--- src/rtl/cpu_pkg.sv ---
// ---------------------------------------------------------------------------
// cpu_pkg
// Shared definitions for the fetch/decode datapath: instruction width,
// opcode values, instruction field positions, the fetch FSM state type and
// a helper that sizes occupancy counters.
// ---------------------------------------------------------------------------
package cpu_pkg;

   localparam int INST_W = 16;

   // Opcodes understood by decode
   localparam logic [3:0] OP_ADD = 4'h0;
   localparam logic [3:0] OP_SUB = 4'h1;
   localparam logic [3:0] OP_LDI = 4'hf;

   // Instruction field positions: [15:12] op, [11:8] rd, [7:4] rs1,
   // [3:0] rs2, or [7:0] imm for immediate forms
   localparam int OPC_MSB = 15;
   localparam int OPC_LSB = 12;
   localparam int RD_MSB  = 11;
   localparam int RD_LSB  = 8;
   localparam int RS1_MSB = 7;
   localparam int RS1_LSB = 4;
   localparam int RS2_MSB = 3;
   localparam int RS2_LSB = 0;
   localparam int IMM_MSB = 7;
   localparam int IMM_LSB = 0;

   typedef enum logic {
      IDLE = 1'b0,
      RUN  = 1'b1
   } fetch_state_t;

   // Width of a counter able to hold the values 0..depth inclusive
   function automatic int cnt_width(input int depth);
      return $clog2(depth) + 1;
   endfunction

endpackage

--- src/rtl/fetch_unit_if.sv ---
// ---------------------------------------------------------------------------
// fetch_unit_if
// Bundles the instruction-memory read port, the instruction handshake toward
// decode and the redirect request.
//   master : fetch unit side (drives mem_req/mem_addr and inst_*)
//   slave  : environment side (memory, decode and branch logic)
// ---------------------------------------------------------------------------
interface fetch_unit_if #(
   parameter int ADDR_W = 8
);
   import cpu_pkg::*;

   // instruction memory read port
   logic                mem_req;
   logic [ADDR_W-1:0]   mem_addr;
   logic                mem_ready;
   logic                mem_rvalid;
   logic [INST_W-1:0]   mem_rdata;

   // instruction stream toward decode
   logic                inst_valid;
   logic [INST_W-1:0]   inst;
   logic [ADDR_W-1:0]   inst_pc;
   logic                inst_ready;

   // control flow change
   logic                redirect;
   logic [ADDR_W-1:0]   redirect_pc;

   modport master (
      output mem_req, mem_addr,
      input  mem_ready, mem_rvalid, mem_rdata,
      output inst_valid, inst, inst_pc,
      input  inst_ready,
      input  redirect, redirect_pc
   );

   modport slave (
      input  mem_req, mem_addr,
      output mem_ready, mem_rvalid, mem_rdata,
      input  inst_valid, inst, inst_pc,
      output inst_ready,
      output redirect, redirect_pc
   );

endinterface

--- src/rtl/fetch_fifo.sv ---
// ---------------------------------------------------------------------------
// fetch_fifo
// Synchronous prefetch FIFO holding {instruction, pc} entries.
// Ports:
//   clk, rst_n : clock, asynchronous active-low reset
//   push/wdata : write an entry (ignored when full unless a pop frees a slot)
//   pop        : remove the head entry (ignored when empty)
//   flush      : drop all entries; overrides push and pop
//   rdata      : head entry, read straight from registered storage
//   count      : current occupancy (0..DEPTH)
//   empty      : occupancy is zero
// ---------------------------------------------------------------------------
module fetch_fifo
   import cpu_pkg::*;
#(
   parameter int DEPTH = 4,
   parameter int WIDTH = 24,
   localparam int CW   = cnt_width(DEPTH)
) (
   input  logic             clk,
   input  logic             rst_n,
   input  logic             push,
   input  logic             pop,
   input  logic             flush,
   input  logic [WIDTH-1:0] wdata,
   output logic [WIDTH-1:0] rdata,
   output logic [CW-1:0]    count,
   output logic             empty
);
   localparam int PW = $clog2(DEPTH);

   logic [WIDTH-1:0] mem_reg [DEPTH];
   logic [PW-1:0]    wr_ptr_reg;
   logic [PW-1:0]    rd_ptr_reg;
   logic [CW-1:0]    count_reg;
   logic             full;
   logic             push_eff;
   logic             pop_eff;

   assign full     = (count_reg == CW'(DEPTH));
   assign empty    = (count_reg == '0);
   assign pop_eff  = pop & ~flush & ~empty;
   // a pop in the same cycle frees the slot a push on a full FIFO needs
   assign push_eff = push & ~flush & (~full | pop_eff);

   always_ff @(posedge clk or negedge rst_n) begin
      if (!rst_n) begin
         wr_ptr_reg <= '0;
         rd_ptr_reg <= '0;
         count_reg  <= '0;
      end else if (flush) begin
         wr_ptr_reg <= '0;
         rd_ptr_reg <= '0;
         count_reg  <= '0;
      end else begin
         if (push_eff) begin
            wr_ptr_reg <= wr_ptr_reg + PW'(1);
         end
         if (pop_eff) begin
            rd_ptr_reg <= rd_ptr_reg + PW'(1);
         end
         count_reg <= count_reg + CW'(push_eff) - CW'(pop_eff);
      end
   end

   // Storage is cleared on reset so the head reads as zero until written
   always_ff @(posedge clk or negedge rst_n) begin
      if (!rst_n) begin
         for (int i = 0; i < DEPTH; i++) begin
            mem_reg[i] <= '0;
         end
      end else if (push_eff) begin
         mem_reg[wr_ptr_reg] <= wdata;
      end
   end

   assign rdata = mem_reg[rd_ptr_reg];
   assign count = count_reg;

endmodule

--- src/rtl/fetch_unit.sv ---
// ---------------------------------------------------------------------------
// fetch_unit
// Instruction fetch stage: keeps the fetch PC, issues word reads to
// instruction memory, buffers returned instructions with their PC in a
// prefetch FIFO and hands them to decode over a valid/ready handshake.
// A redirect flushes the FIFO and discards responses still in flight.
// Ports:
//   clk   : clock, rising edge
//   rst_n : asynchronous active-low reset
//   en    : fetch enable (IDLE <-> RUN)
//   bus   : fetch_unit_if master -- memory port, inst handshake, redirect
// ---------------------------------------------------------------------------
module fetch_unit
   import cpu_pkg::*;
#(
   parameter int                ADDR_W   = 8,
   parameter int                DEPTH    = 4,
   parameter logic [ADDR_W-1:0] RESET_PC = '0
) (
   input  logic         clk,
   input  logic         rst_n,
   input  logic         en,
   fetch_unit_if.master bus
);
   localparam int CW = cnt_width(DEPTH);
   localparam int EW = INST_W + ADDR_W;

   fetch_state_t      state_reg;
   fetch_state_t      state_next;
   logic [ADDR_W-1:0] fetch_pc_reg;
   logic [ADDR_W-1:0] resp_pc_reg;
   logic [CW-1:0]     outstanding_reg;
   logic [CW-1:0]     discard_reg;

   logic [CW-1:0]     fifo_count;
   logic              fifo_empty;
   logic [EW-1:0]     fifo_rdata;
   logic [CW:0]       in_use;
   logic              mem_req;
   logic              inst_valid;
   logic              accept;
   logic              push;
   logic              pop;

   // ---------------- FSM: state register ----------------
   always_ff @(posedge clk or negedge rst_n) begin
      if (!rst_n) begin
         state_reg <= IDLE;
      end else begin
         state_reg <= state_next;
      end
   end

   // ---------------- FSM: next state ----------------
   always_comb begin
      state_next = state_reg;
      case (state_reg)
         IDLE:    if (en)  state_next = RUN;
         RUN:     if (!en) state_next = IDLE;
         default: state_next = IDLE;
      endcase
   end

   // ---------------- FSM: outputs ----------------
   // Buffered plus in-flight entries may never exceed the FIFO depth, so
   // every response is guaranteed a slot without memory backpressure.
   assign in_use = {1'b0, fifo_count} + {1'b0, outstanding_reg};

   always_comb begin
      mem_req    = 1'b0;
      inst_valid = 1'b0;
      if ((state_reg == RUN) && !bus.redirect && (in_use < (CW+1)'(DEPTH))) begin
         mem_req = 1'b1;
      end
      inst_valid = !fifo_empty && !bus.redirect;
   end

   assign accept = mem_req & bus.mem_ready;
   // responses to requests issued before a redirect are dropped, as is
   // anything arriving during the redirect cycle itself
   assign push   = bus.mem_rvalid & ~bus.redirect & (discard_reg == '0);
   assign pop    = inst_valid & bus.inst_ready;

   // ---------------- PC and in-flight bookkeeping ----------------
   always_ff @(posedge clk or negedge rst_n) begin
      if (!rst_n) begin
         fetch_pc_reg    <= RESET_PC;
         resp_pc_reg     <= RESET_PC;
         outstanding_reg <= '0;
         discard_reg     <= '0;
      end else if (bus.redirect) begin
         // no request is issued this cycle; everything still in flight
         // after this cycle's response becomes stale
         fetch_pc_reg    <= bus.redirect_pc;
         resp_pc_reg     <= bus.redirect_pc;
         outstanding_reg <= outstanding_reg - CW'(bus.mem_rvalid);
         discard_reg     <= outstanding_reg - CW'(bus.mem_rvalid);
      end else begin
         if (accept) begin
            fetch_pc_reg <= fetch_pc_reg + ADDR_W'(1);
         end
         outstanding_reg <= outstanding_reg + CW'(accept) - CW'(bus.mem_rvalid);
         if (bus.mem_rvalid) begin
            if (discard_reg != '0) begin
               discard_reg <= discard_reg - CW'(1);
            end else begin
               resp_pc_reg <= resp_pc_reg + ADDR_W'(1);
            end
         end
      end
   end

   // ---------------- prefetch buffer ----------------
   fetch_fifo #(
      .DEPTH (DEPTH),
      .WIDTH (EW)
   ) u_fifo (
      .clk   (clk),
      .rst_n (rst_n),
      .push  (push),
      .pop   (pop),
      .flush (bus.redirect),
      .wdata ({bus.mem_rdata, resp_pc_reg}),
      .rdata (fifo_rdata),
      .count (fifo_count),
      .empty (fifo_empty)
   );

   assign bus.mem_req    = mem_req;
   assign bus.mem_addr   = fetch_pc_reg;
   assign bus.inst_valid = inst_valid;
   assign bus.inst       = fifo_rdata[EW-1:ADDR_W];
   assign bus.inst_pc    = fifo_rdata[ADDR_W-1:0];

endmodule

--- src/flat_wrapper.sv ---
// flat-port wrapper written by rule: the top's interface ports become plain ports
module fetch_unit_flat import cpu_pkg::*;
#(
   parameter int                ADDR_W   = 8,
   parameter int                DEPTH    = 4,
   parameter logic [ADDR_W-1:0] RESET_PC = '0
)
  (clk, rst_n, en, bus_mem_req, bus_mem_addr, bus_mem_ready, bus_mem_rvalid, bus_mem_rdata, bus_inst_valid, bus_inst, bus_inst_pc, bus_inst_ready, bus_redirect, bus_redirect_pc);
  fetch_unit_if #(.ADDR_W(ADDR_W)) bus_i ();
  input  logic clk;
  input  logic rst_n;
  input  logic en;
  output wire logic [$bits(bus_i.mem_req)-1:0] bus_mem_req;
  output wire logic [$bits(bus_i.mem_addr)-1:0] bus_mem_addr;
  input wire logic [$bits(bus_i.mem_ready)-1:0] bus_mem_ready;
  input wire logic [$bits(bus_i.mem_rvalid)-1:0] bus_mem_rvalid;
  input wire logic [$bits(bus_i.mem_rdata)-1:0] bus_mem_rdata;
  output wire logic [$bits(bus_i.inst_valid)-1:0] bus_inst_valid;
  output wire logic [$bits(bus_i.inst)-1:0] bus_inst;
  output wire logic [$bits(bus_i.inst_pc)-1:0] bus_inst_pc;
  input wire logic [$bits(bus_i.inst_ready)-1:0] bus_inst_ready;
  input wire logic [$bits(bus_i.redirect)-1:0] bus_redirect;
  input wire logic [$bits(bus_i.redirect_pc)-1:0] bus_redirect_pc;
  assign bus_mem_req = bus_i.mem_req;
  assign bus_mem_addr = bus_i.mem_addr;
  assign bus_i.mem_ready = bus_mem_ready;
  assign bus_i.mem_rvalid = bus_mem_rvalid;
  assign bus_i.mem_rdata = bus_mem_rdata;
  assign bus_inst_valid = bus_i.inst_valid;
  assign bus_inst = bus_i.inst;
  assign bus_inst_pc = bus_i.inst_pc;
  assign bus_i.inst_ready = bus_inst_ready;
  assign bus_i.redirect = bus_redirect;
  assign bus_i.redirect_pc = bus_redirect_pc;
  fetch_unit #(.ADDR_W(ADDR_W), .DEPTH(DEPTH), .RESET_PC(RESET_PC)) u_core (.clk(clk), .rst_n(rst_n), .en(en), .bus(bus_i));
endmodule
--- config.mk ---
export PLATFORM = sky130hd
export DESIGN_NAME = fetch_unit_flat
export DESIGN_NICKNAME = d
export VERILOG_FILES = /design/src/rtl/cpu_pkg.sv /design/src/rtl/fetch_unit_if.sv /design/src/rtl/fetch_fifo.sv /design/src/rtl/fetch_unit.sv /design/src/flat_wrapper.sv
export SDC_FILE = /design/constraint.sdc
export NUM_CORES = 1
export LEC_CHECK = 0
export BUFFER_PORTS_ARGS = -buffer_cell sky130_fd_sc_hd__buf_2
export CORE_AREA = 4 4 137 139
export DETAILED_ROUTE_END_ITERATION = 7
export DIE_AREA = 0 0 141 143
export PLACE_DENSITY = 0.52
export SETUP_SLACK_MARGIN = 0.05
export SLEW_MARGIN = 20
export SYNTH_ARGS = -nofsm -noshare
export SYNTH_HDL_FRONTEND = slang
export SYNTH_HIERARCHICAL = 1
export SYNTH_SLANG_ARGS = --single-unit
--- constraint.sdc ---
create_clock -name clk -period 2.7 [get_ports clk]
set_input_delay 0.27 -clock clk [delete_from_list [all_inputs] [get_ports clk]]
set_output_delay 0.27 -clock clk [all_outputs]
set_load 0.1 [all_outputs]
==> results of run 1 <==
[cells by family (layout without fill, tap and decap cells)]
kind of cell | after synthesis | count (layout)
AOI/OAI and AO/OA | 26 | 26
and+or+nand+nor | 60 | 60
buffers and inverters | 40 | 141
DFF | 126 | 126
xor gates and xnor gates | 17 | 17
muxes | 130 | 130
adders and majority gates | 18 | 18
[per-stage QoR]
| stage | utilization [%] | total power, mW |
|---|---|---|
| global placement | 39.9 | 5.10 |
| finish | 43.7 | 7.31 |
| detailed placement | 39.9 | 5.15 |
| CTS | 43.2 | 7.37 |
| global route | 43.7 | 7.64 |
| floorplan | - | 4.67 |
[layer usage]
metal | wire length (µm) | share of wire, % | up-vias
li1 | - | - | 1681
met1 | 6240 | 46 | 1913
met2 | 6630 | 49 | 50
met3 | 466 | 3.5 | 15
met4 | 152 | 1.1 | 0
met5 | 0 | 0 | -
[cell usage after synthesis (all sizes together)]
cell type / number
dfrtp: 126
mux2: 102
mux4: 24
buf: 18
ha: 16
inv: 16
nor2: 14
nand2: 12
o21ai: 10
xnor2: 10
xor2: 7
clkbuf: 6
nand2b: 6
nor3: 5
mux2i: 4
nand3: 4
nor4bb: 4
a21oi: 3
o31a: 3
a21boi: 2
a221o: 2
and3: 2
fa: 2
nand4: 2
nor3b: 2
nor4: 2
o31ai: 2
a21o: 1
a31oi: 1
and2: 1
nand3b: 1
nand4b: 1
nor2b: 1
nor4b: 1
o21a: 1
o311ai: 1
or2: 1
or3: 1
[timing repair]
action	in CTS	in global routing
hold buffers	2	0
setup endpoints to repair	0	3
setup buffers	0	6
gates resized for setup	0	10
endpoints found under the hold margin	44	0
[cell usage in the layout (no fill, tap or decap), types with 4 or more instances in the layout]
| cell | synthesis | layout |
|---|---|---|
| nand2_1 | 12 | 12 |
| o21ai_0 | 10 | 9 |
| clkbuf_16 | 0 | 17 |
| xnor2_1 | 10 | 9 |
| nand3_1 | 4 | 4 |
| nand2b_1 | 6 | 6 |
| inv_1 | 16 | 15 |
| nor2_1 | 14 | 12 |
| dfrtp_2 | 0 | 4 |
| ha_1 | 16 | 14 |
| clkbuf_8 | 0 | 5 |
| mux2_2 | 30 | 30 |
| mux4_2 | 24 | 24 |
| mux2_4 | 72 | 72 |
| dfrtp_1 | 126 | 122 |
| buf_2 | 3 | 63 |
| nor4bb_4 | 0 | 4 |
| buf_4 | 4 | 25 |
| nor3_1 | 5 | 4 |
| xor2_1 | 7 | 7 |
| mux2i_1 | 4 | 4 |
[worst min path at each step]
stage,cells past startpoint,end,start
3_3_place_gp,1,u_core/u_fifo/mem_reg[85],rst_n
5_1_grt,3,u_core/resp_pc_reg[6],bus_redirect_pc[6]
3_5_place_dp,1,u_core/u_fifo/mem_reg[85],rst_n
2_1_floorplan,0,u_core/bus.mem_addr[0],rst_n
4_1_cts,3,u_core/resp_pc_reg[6],bus_redirect_pc[6]
6_report,3,u_core/resp_pc_reg[6],bus_redirect_pc[6]
[power by group through the flow]
stage / Combinational, mW / Clock (mW) / Sequential, mW
floorplan: 2.18 / 0 / 2.49
detailed placement: 2.69 / 0 / 2.46
global placement: 2.66 / 0 / 2.44
CTS: 2.70 / 2.24 / 2.43
finish: 2.70 / 2.18 / 2.43
global route: 2.85 / 2.32 / 2.47
[critical path: stages (launching register included)]
cell and delay (ns):
dfrtp_2 0.41, buf_6 0.13, nor3_4 0.20, nor2_4 0.06, and2_4 0.15, nor4b_4 0.30
nor3b_2 0.08, inv_1 0.07, ha_1 0.22, inv_1 0.06, ha_2 0.16, inv_2 0.03
fa_2 0.52, nor2_2 0.03
[final cells by class]
| cell class | count | share of cell area, % |
|---|---|---|
| inverters | 16 | 0.778 |
| clock inverters | 5 | 0.730 |
| clock buffers | 25 | 6.55 |
| multi-input cells | 251 | 39.5 |
| flip-flops and latches | 126 | 40.9 |
| repair buffers | 95 | 7.85 |
| well taps | 229 | 3.71 |
==> flow_summary.yaml, run 1 <==
yosys:
  synth_compound_area_share_pct: 2.69
  yosysSeqAreaShare_pct: 49.4
  synth_area_leaders: "dfrtp_1 (49%), mux2_4 (17%), mux4_2 (8.5%), mux2_2 (5.3%), ha_1 (3.1%)"
  synth_top_area_share_pct: 49.4
  synthAdderAreaFrac_pct: 3.76
  synth_top_area_cell: "dfrtp_1"
  netlist_area_um2: 6380
  synth_top_family_by_area: "multiplexers"
  synthCells: 417
  yosysWarningCount: 6
  synth.avg_cell_area_um2: 15.3
  synth_cell_types: 46
  synth_nets: 466
  muxShareOfSynthArea_pct: 31.3
  ys_ff_latch: 126
  synth-simple-area-share_pct: 5.86
  synth_xor_xnor_area_share_pct: 2.33
global_routing:
  antenna_found_initial: 0
  grt_max_degree: 55
  grt_util_met2_pct: 22.8
  grt_pass1_vias: 4162
  grt_busiest_layer: "met2"
  grt_pass1_wl_um: 22300
  grtUsageMet3_pct: 4.39
  grtUsageTotal_pct: 14.3
  overflow: 0
  use_met1_pct: 18.8
clocking:
  clock-root-buffer: "clkbuf_16"
  cts_tree: "done"
  htree_levels: 4
  clkSinkCount: 126
  cts_inserted_buffers: 17
  clkLatencyLatePin_ns: 0.41
  clkTransAtPathRegs_ns: 0.05
  ctsLongestPathBuffers: 2
detailed_routing:
  drt_iter0_drc: 148
  first_pass_iters: 6
  drc: 0
  wl_per_cell_um: 18.1
  via_per_inst: 4.90
  drtAntennaViolNets: 0
  via_count: 3659
  finalWirelength_um: 13500
cells_and_area:
  nNetsFinal: 556
  final_area_um2: 7720
  n_fill_cell: 1598
  drive_above_1_share_pct: 51.9
  largest_register_ff_count: 96
  multi_input_area_um2: 3040
  area_growth_pct: 20.9
  area.sequential_um2: 3160
  instances_no_fill: 747
  diodes: 0
setup_path:
  reg2reg_depth: 13
  startpoint: "u_core/u_fifo/count[1]"
  end_kind: "flip-flop"
  worstPathRequired_ns: 2.99
  reg2reg_from: "u_core/u_fifo/count[1]"
  cp.arrival_ns: 2.84
  setup.worst_path.end: "u_core/u_fifo/count[1]"
  r2r_end: "u_core/u_fifo/count[1]"
  worst-setup-path-type: "flip-flop to flip-flop"
  crit_path_max_fanout: 4
  start_kind: "flip-flop"
  r2r_slack_ns: 0.15
placement:
  place_area_um2: 7050
  dpl_worst_slack_ns: 0.119
  dp.cells: 709
  port_buffers: 64
  dpl.hpwl_um: 8860
  routabilityCongestion: 0.739
sta:
  fmax_ghz: 0.392
  tightest_slew_ns: 0.615
  finalCritPeriodShare_pct: 94.4
  slew_headroom_pct: 59.0
  setup_tns_ns: 0
  finalCriticalPeriod_ns: 2.55
  maxSlewViolCount: 0
  setup_ws_ns: 0.152
  rsz0062_at_grt: "true"
  setup_viol: 0
  worst_clock_skew_ns: 0.00704
  hold_viol: 0
  hold-worst-slack_ns: 0.102
pwr:
  leakage_nw: 3.57
  comb_power_share_pct: 36.9
  ir_worst_vdd_mv: 0.576
  clkPwrFrac_pct: 29.8
  swShare_pct: 39.8
  seqPwrFrac_pct: 33.3
  p_per_area_nw_per_um2: 948
  p_int_mw: 4.41
  p_sw_mw: 2.91
status:
  status: "complete, no violations"
worst_hold_path:
  min_path_type: "primary input to flip-flop"
floorplanning:
  die-area_um2: 20200
  start_util_pct: 36.2
  die_x_um: 141
  placementRows: 49
  coreArea_um2: 17700
  io_pins: 65
  die_y_um: 143
flow_run:
  max_cap_violations: 0
No activity file was read; power rests on OpenSTA's default activity.
==> run 2, diff against run 1 <==
--- a/config.mk
+++ b/config.mk
@@ -5,10 +5,12 @@
 export SDC_FILE = /design/constraint.sdc
 export NUM_CORES = 1
 export LEC_CHECK = 0
+export ABC_AREA = 1
 export BUFFER_PORTS_ARGS = -buffer_cell sky130_fd_sc_hd__buf_2
-export CORE_AREA = 4 4 137 139
+export CORE_AREA = 4 4 139 141
+export CTS_BUF_LIST = sky130_fd_sc_hd__clkbuf_4 sky130_fd_sc_hd__clkbuf_8
 export DETAILED_ROUTE_END_ITERATION = 7
-export DIE_AREA = 0 0 141 143
+export DIE_AREA = 0 0 143 145
 export PLACE_DENSITY = 0.52
 export SETUP_SLACK_MARGIN = 0.05
 export SLEW_MARGIN = 20
==> flow_summary.yaml, run 2 <==
detailed_routing:
  dr_wl_met2_um: 8520
  drc: 0
  first_pass_iters: 5
  drtAntennaViolNets: 0
  via_per_inst: 5.13
  via_count: 5725
  drt-met1-wl_um: 8730
  routed.top_layer: "met4"
  wl_met3_um: 671
  drt_iter0_drc: 391
  wl_per_cell_um: 16.4
  finalWirelength_um: 18300
setup_path:
  cpPeakStageDelay_ns: 0.46
  reg2reg_depth: 12
  crit_path_max_fanout: 6
  critPathSlowestCell: "dfrtp_2"
  critPathBufInv: 1
  crit_family: "adder cells"
  cp.arrival_ns: 2.82
  crit_path_cell_trace: "ha_1 -> nor2_1 -> nand2_1 -> nor2_4 -> nand2_4 -> ha_4 -> inv_2 -> ha_4 -> fa_2 -> xnor2_2 -> xnor2_1 -> o21ai_1"
  start_kind: "flip-flop"
  worst-setup-path-type: "flip-flop to flip-flop"
  worst_path_most_repeated_cell: "ha_4"
  cp.depth: 12
  worstPathRequired_ns: 3.03
  end_kind: "flip-flop"
global_routing:
  grt_max_degree: 103
  antenna_found_initial: 0
  overflow: 0
  grt_pass1_vias: 5683
  grtUsageTotal_pct: 18.3
  grt_pass1_wl_um: 30400
clocking:
  cts_inserted_buffers: 17
  ctsLongestPathBuffers: 2
  clkLatencyLatePin_ns: 0.45
  htree_levels: 4
  clkSinkCount: 126
  clkTransAtPathRegs_ns: 0.08
  clock-root-buffer: "clkbuf_8"
  cts_tree: "done"
sta:
  maxSlewViolCount: 0
  tightest_slew_ns: 0.634
  finalCriticalPeriod_ns: 2.49
  finalCritPeriodShare_pct: 92.2
  setup_viol: 0
  slew_headroom_pct: 57.7
  worst_clock_skew_ns: 0.0120
  fmax_ghz: 0.402
  hold_viol: 0
  rsz0062_at_grt: "false"
floorplanning:
  die_y_um: 145
  die_x_um: 143
  die-area_um2: 20700
  coreArea_um2: 18000
  io_pins: 65
  start_util_pct: 36.8
  placementRows: 49
yosys:
  synth_edf_count: 0
  synth_top_area_share_pct: 47.7
  yosysSeqAreaShare_pct: 47.7
  netlist_area_um2: 6610
  synth_ff_type: "dfrtp_1"
  yosys.cell_count.top_type: "nand2_1"
  synth_area_leaders: "dfrtp_1 (48%), nand2_1 (15%), nand4_1 (9.4%), o21ai_0 (4.7%), nor2_1 (3.8%)"
  ys_ff_latch: 126
  synthCells: 821
  yosysWarningCount: 6
  synth_top_area_cell: "dfrtp_1"
  synthArstFlopShare_pct: 100
  synth.avg_cell_area_um2: 8.05
  synth_nets: 870
  synth_cell_types: 33
  synth_commonest_cells: "nand2_1 (261), dfrtp_1 (126), nand4_1 (99), nor2_1 (66), o21ai_0 (62)"
pwr:
  power_mw: 6.93
  p_per_area_nw_per_um2: 882
  ir_worst_vdd_mv: 0.536
  leakage_nw: 4.13
worst_hold_path:
  min_path_cells: 3
  min_path_type: "primary input to flip-flop"
placement:
  dp.cells: 1078
  port_buffers: 64
  routabilityCongestion: 0.759
  dpl.hpwl_um: 11600
flow_run:
  max_cap_violations: 0
cells_and_area:
  final_common_cell: "nand2_1"
  largest_register_ff_count: 96
  diodes: 0
  nNetsFinal: 925
  drive_above_1_share_pct: 20.4
  fin_util_pct: 43.8
  area_growth_pct: 19.0
  instances_no_fill: 1117
  layout_common_cells: "nand2_1 (259), dfrtp_1 (123), nand4_1 (99)"
status:
  status: "complete, no violations"
[run 2: changes by cell type after synthesis, moves of 7 or more]
cell      change
xnor2_1       -7
mux2_4       -72
mux4_2       -24
nand3_1      +25
nor2_1       +52
clkbuf_1     +15
o22ai_1      +24
nand4_1      +98
mux2_2       -30
nand2_1     +249
inv_1        +23
buf_2        +22
o21ai_0      +52
[run 2: power breakdown]
group / internal, mW / switching (mW) / total [mW]
sequential: 2.18 / 0.235 / 2.42
clock: 1.14 / 0.732 / 1.87
combinational: 0.606 / 2.04 / 2.64
total: 3.93 / 3.00 / 6.93
[run 2: logic make-up (layout without fill, tap and decap cells)]
group                      after synthesis  in the layout  share of synthesized area (%)
DFF                                    126            126                           47.7
xor gates and xnor gates                 8              8                           1.06
buffers and inverters                  103            170                           7.35
AOI/OAI and AO/OA                       96             96                           7.97
adders and majority gates               18             18                           3.64
and+or+nand+nor                        470            470                           32.3
[run 2: final timing paths]
check	from	to	slack, ns
setup / recovery	u_core/u_fifo/count[2]	u_core/outstanding_reg[2]	0.21
hold reg to reg	u_core/u_fifo/mem_reg[35]	u_core/u_fifo/mem_reg[35]	0.47
hold / removal	bus_redirect_pc[5]	u_core/bus.mem_addr[5]	0.09
min in group asynchronous	rst_n	u_core/bus.mem_addr[4]	0.38
setup reg to reg	u_core/u_fifo/count[2]	u_core/outstanding_reg[2]	0.21
max in group asynchronous	rst_n	u_core/u_fifo/rd_ptr_reg[1]	1.63
[run 2: per-stage QoR]
| step | worst slack (ns) | cell area [µm²] | setup TNS [ns] | hold WS, ns |
|---|---|---|---|---|
| after global routing | 0.0309 | 7860 | 0 | 0.0901 |
| after detailed placement | 0.127 | 7290 | 0 | 0.337 |
| final | 0.211 | 7860 | 0 | 0.0902 |
| after CTS | 0.0655 | 7770 | 0 | 0.0688 |
| after global placement | 0.160 | 7290 | 0 | 0.341 |
| after floorplan | -0.196 | 6770 | -0.200 | -0.0256 |
[run 2: metal layers]
layer	global-route usage, %	up-vias
li1	-	2871
met1	25.8	2718
met2	28.4	109
met3	3.19	27
met4	6.32	0
met5	0	-
[run 2: final cells by class]
class / count / area, µm²
inverters: 42 / 161
clock buffers: 27 / 365
well taps: 229 / 287
flip-flops and latches: 126 / 3160
fillers: 1836 / 10100
multi-input cells: 592 / 3170
repair buffers: 97 / 629
clock inverters: 4 / 95.1
[run 2: tightest hold or removal path, delay by kind of cell]
kind | cells | cell delay (ns)
AND/OR/NAND/NOR | 2 | 0.17
buffers and inverters | 1 | 0.07
[run 2: timing repair]
item	in CTS	in global routing
endpoints found under the hold margin	45	0
pin swaps	0	3
gates resized for setup	1	20
endpoints found under the setup margin	1	94
cloned	0	0
hold buffers	2	0
setup buffers	0	6
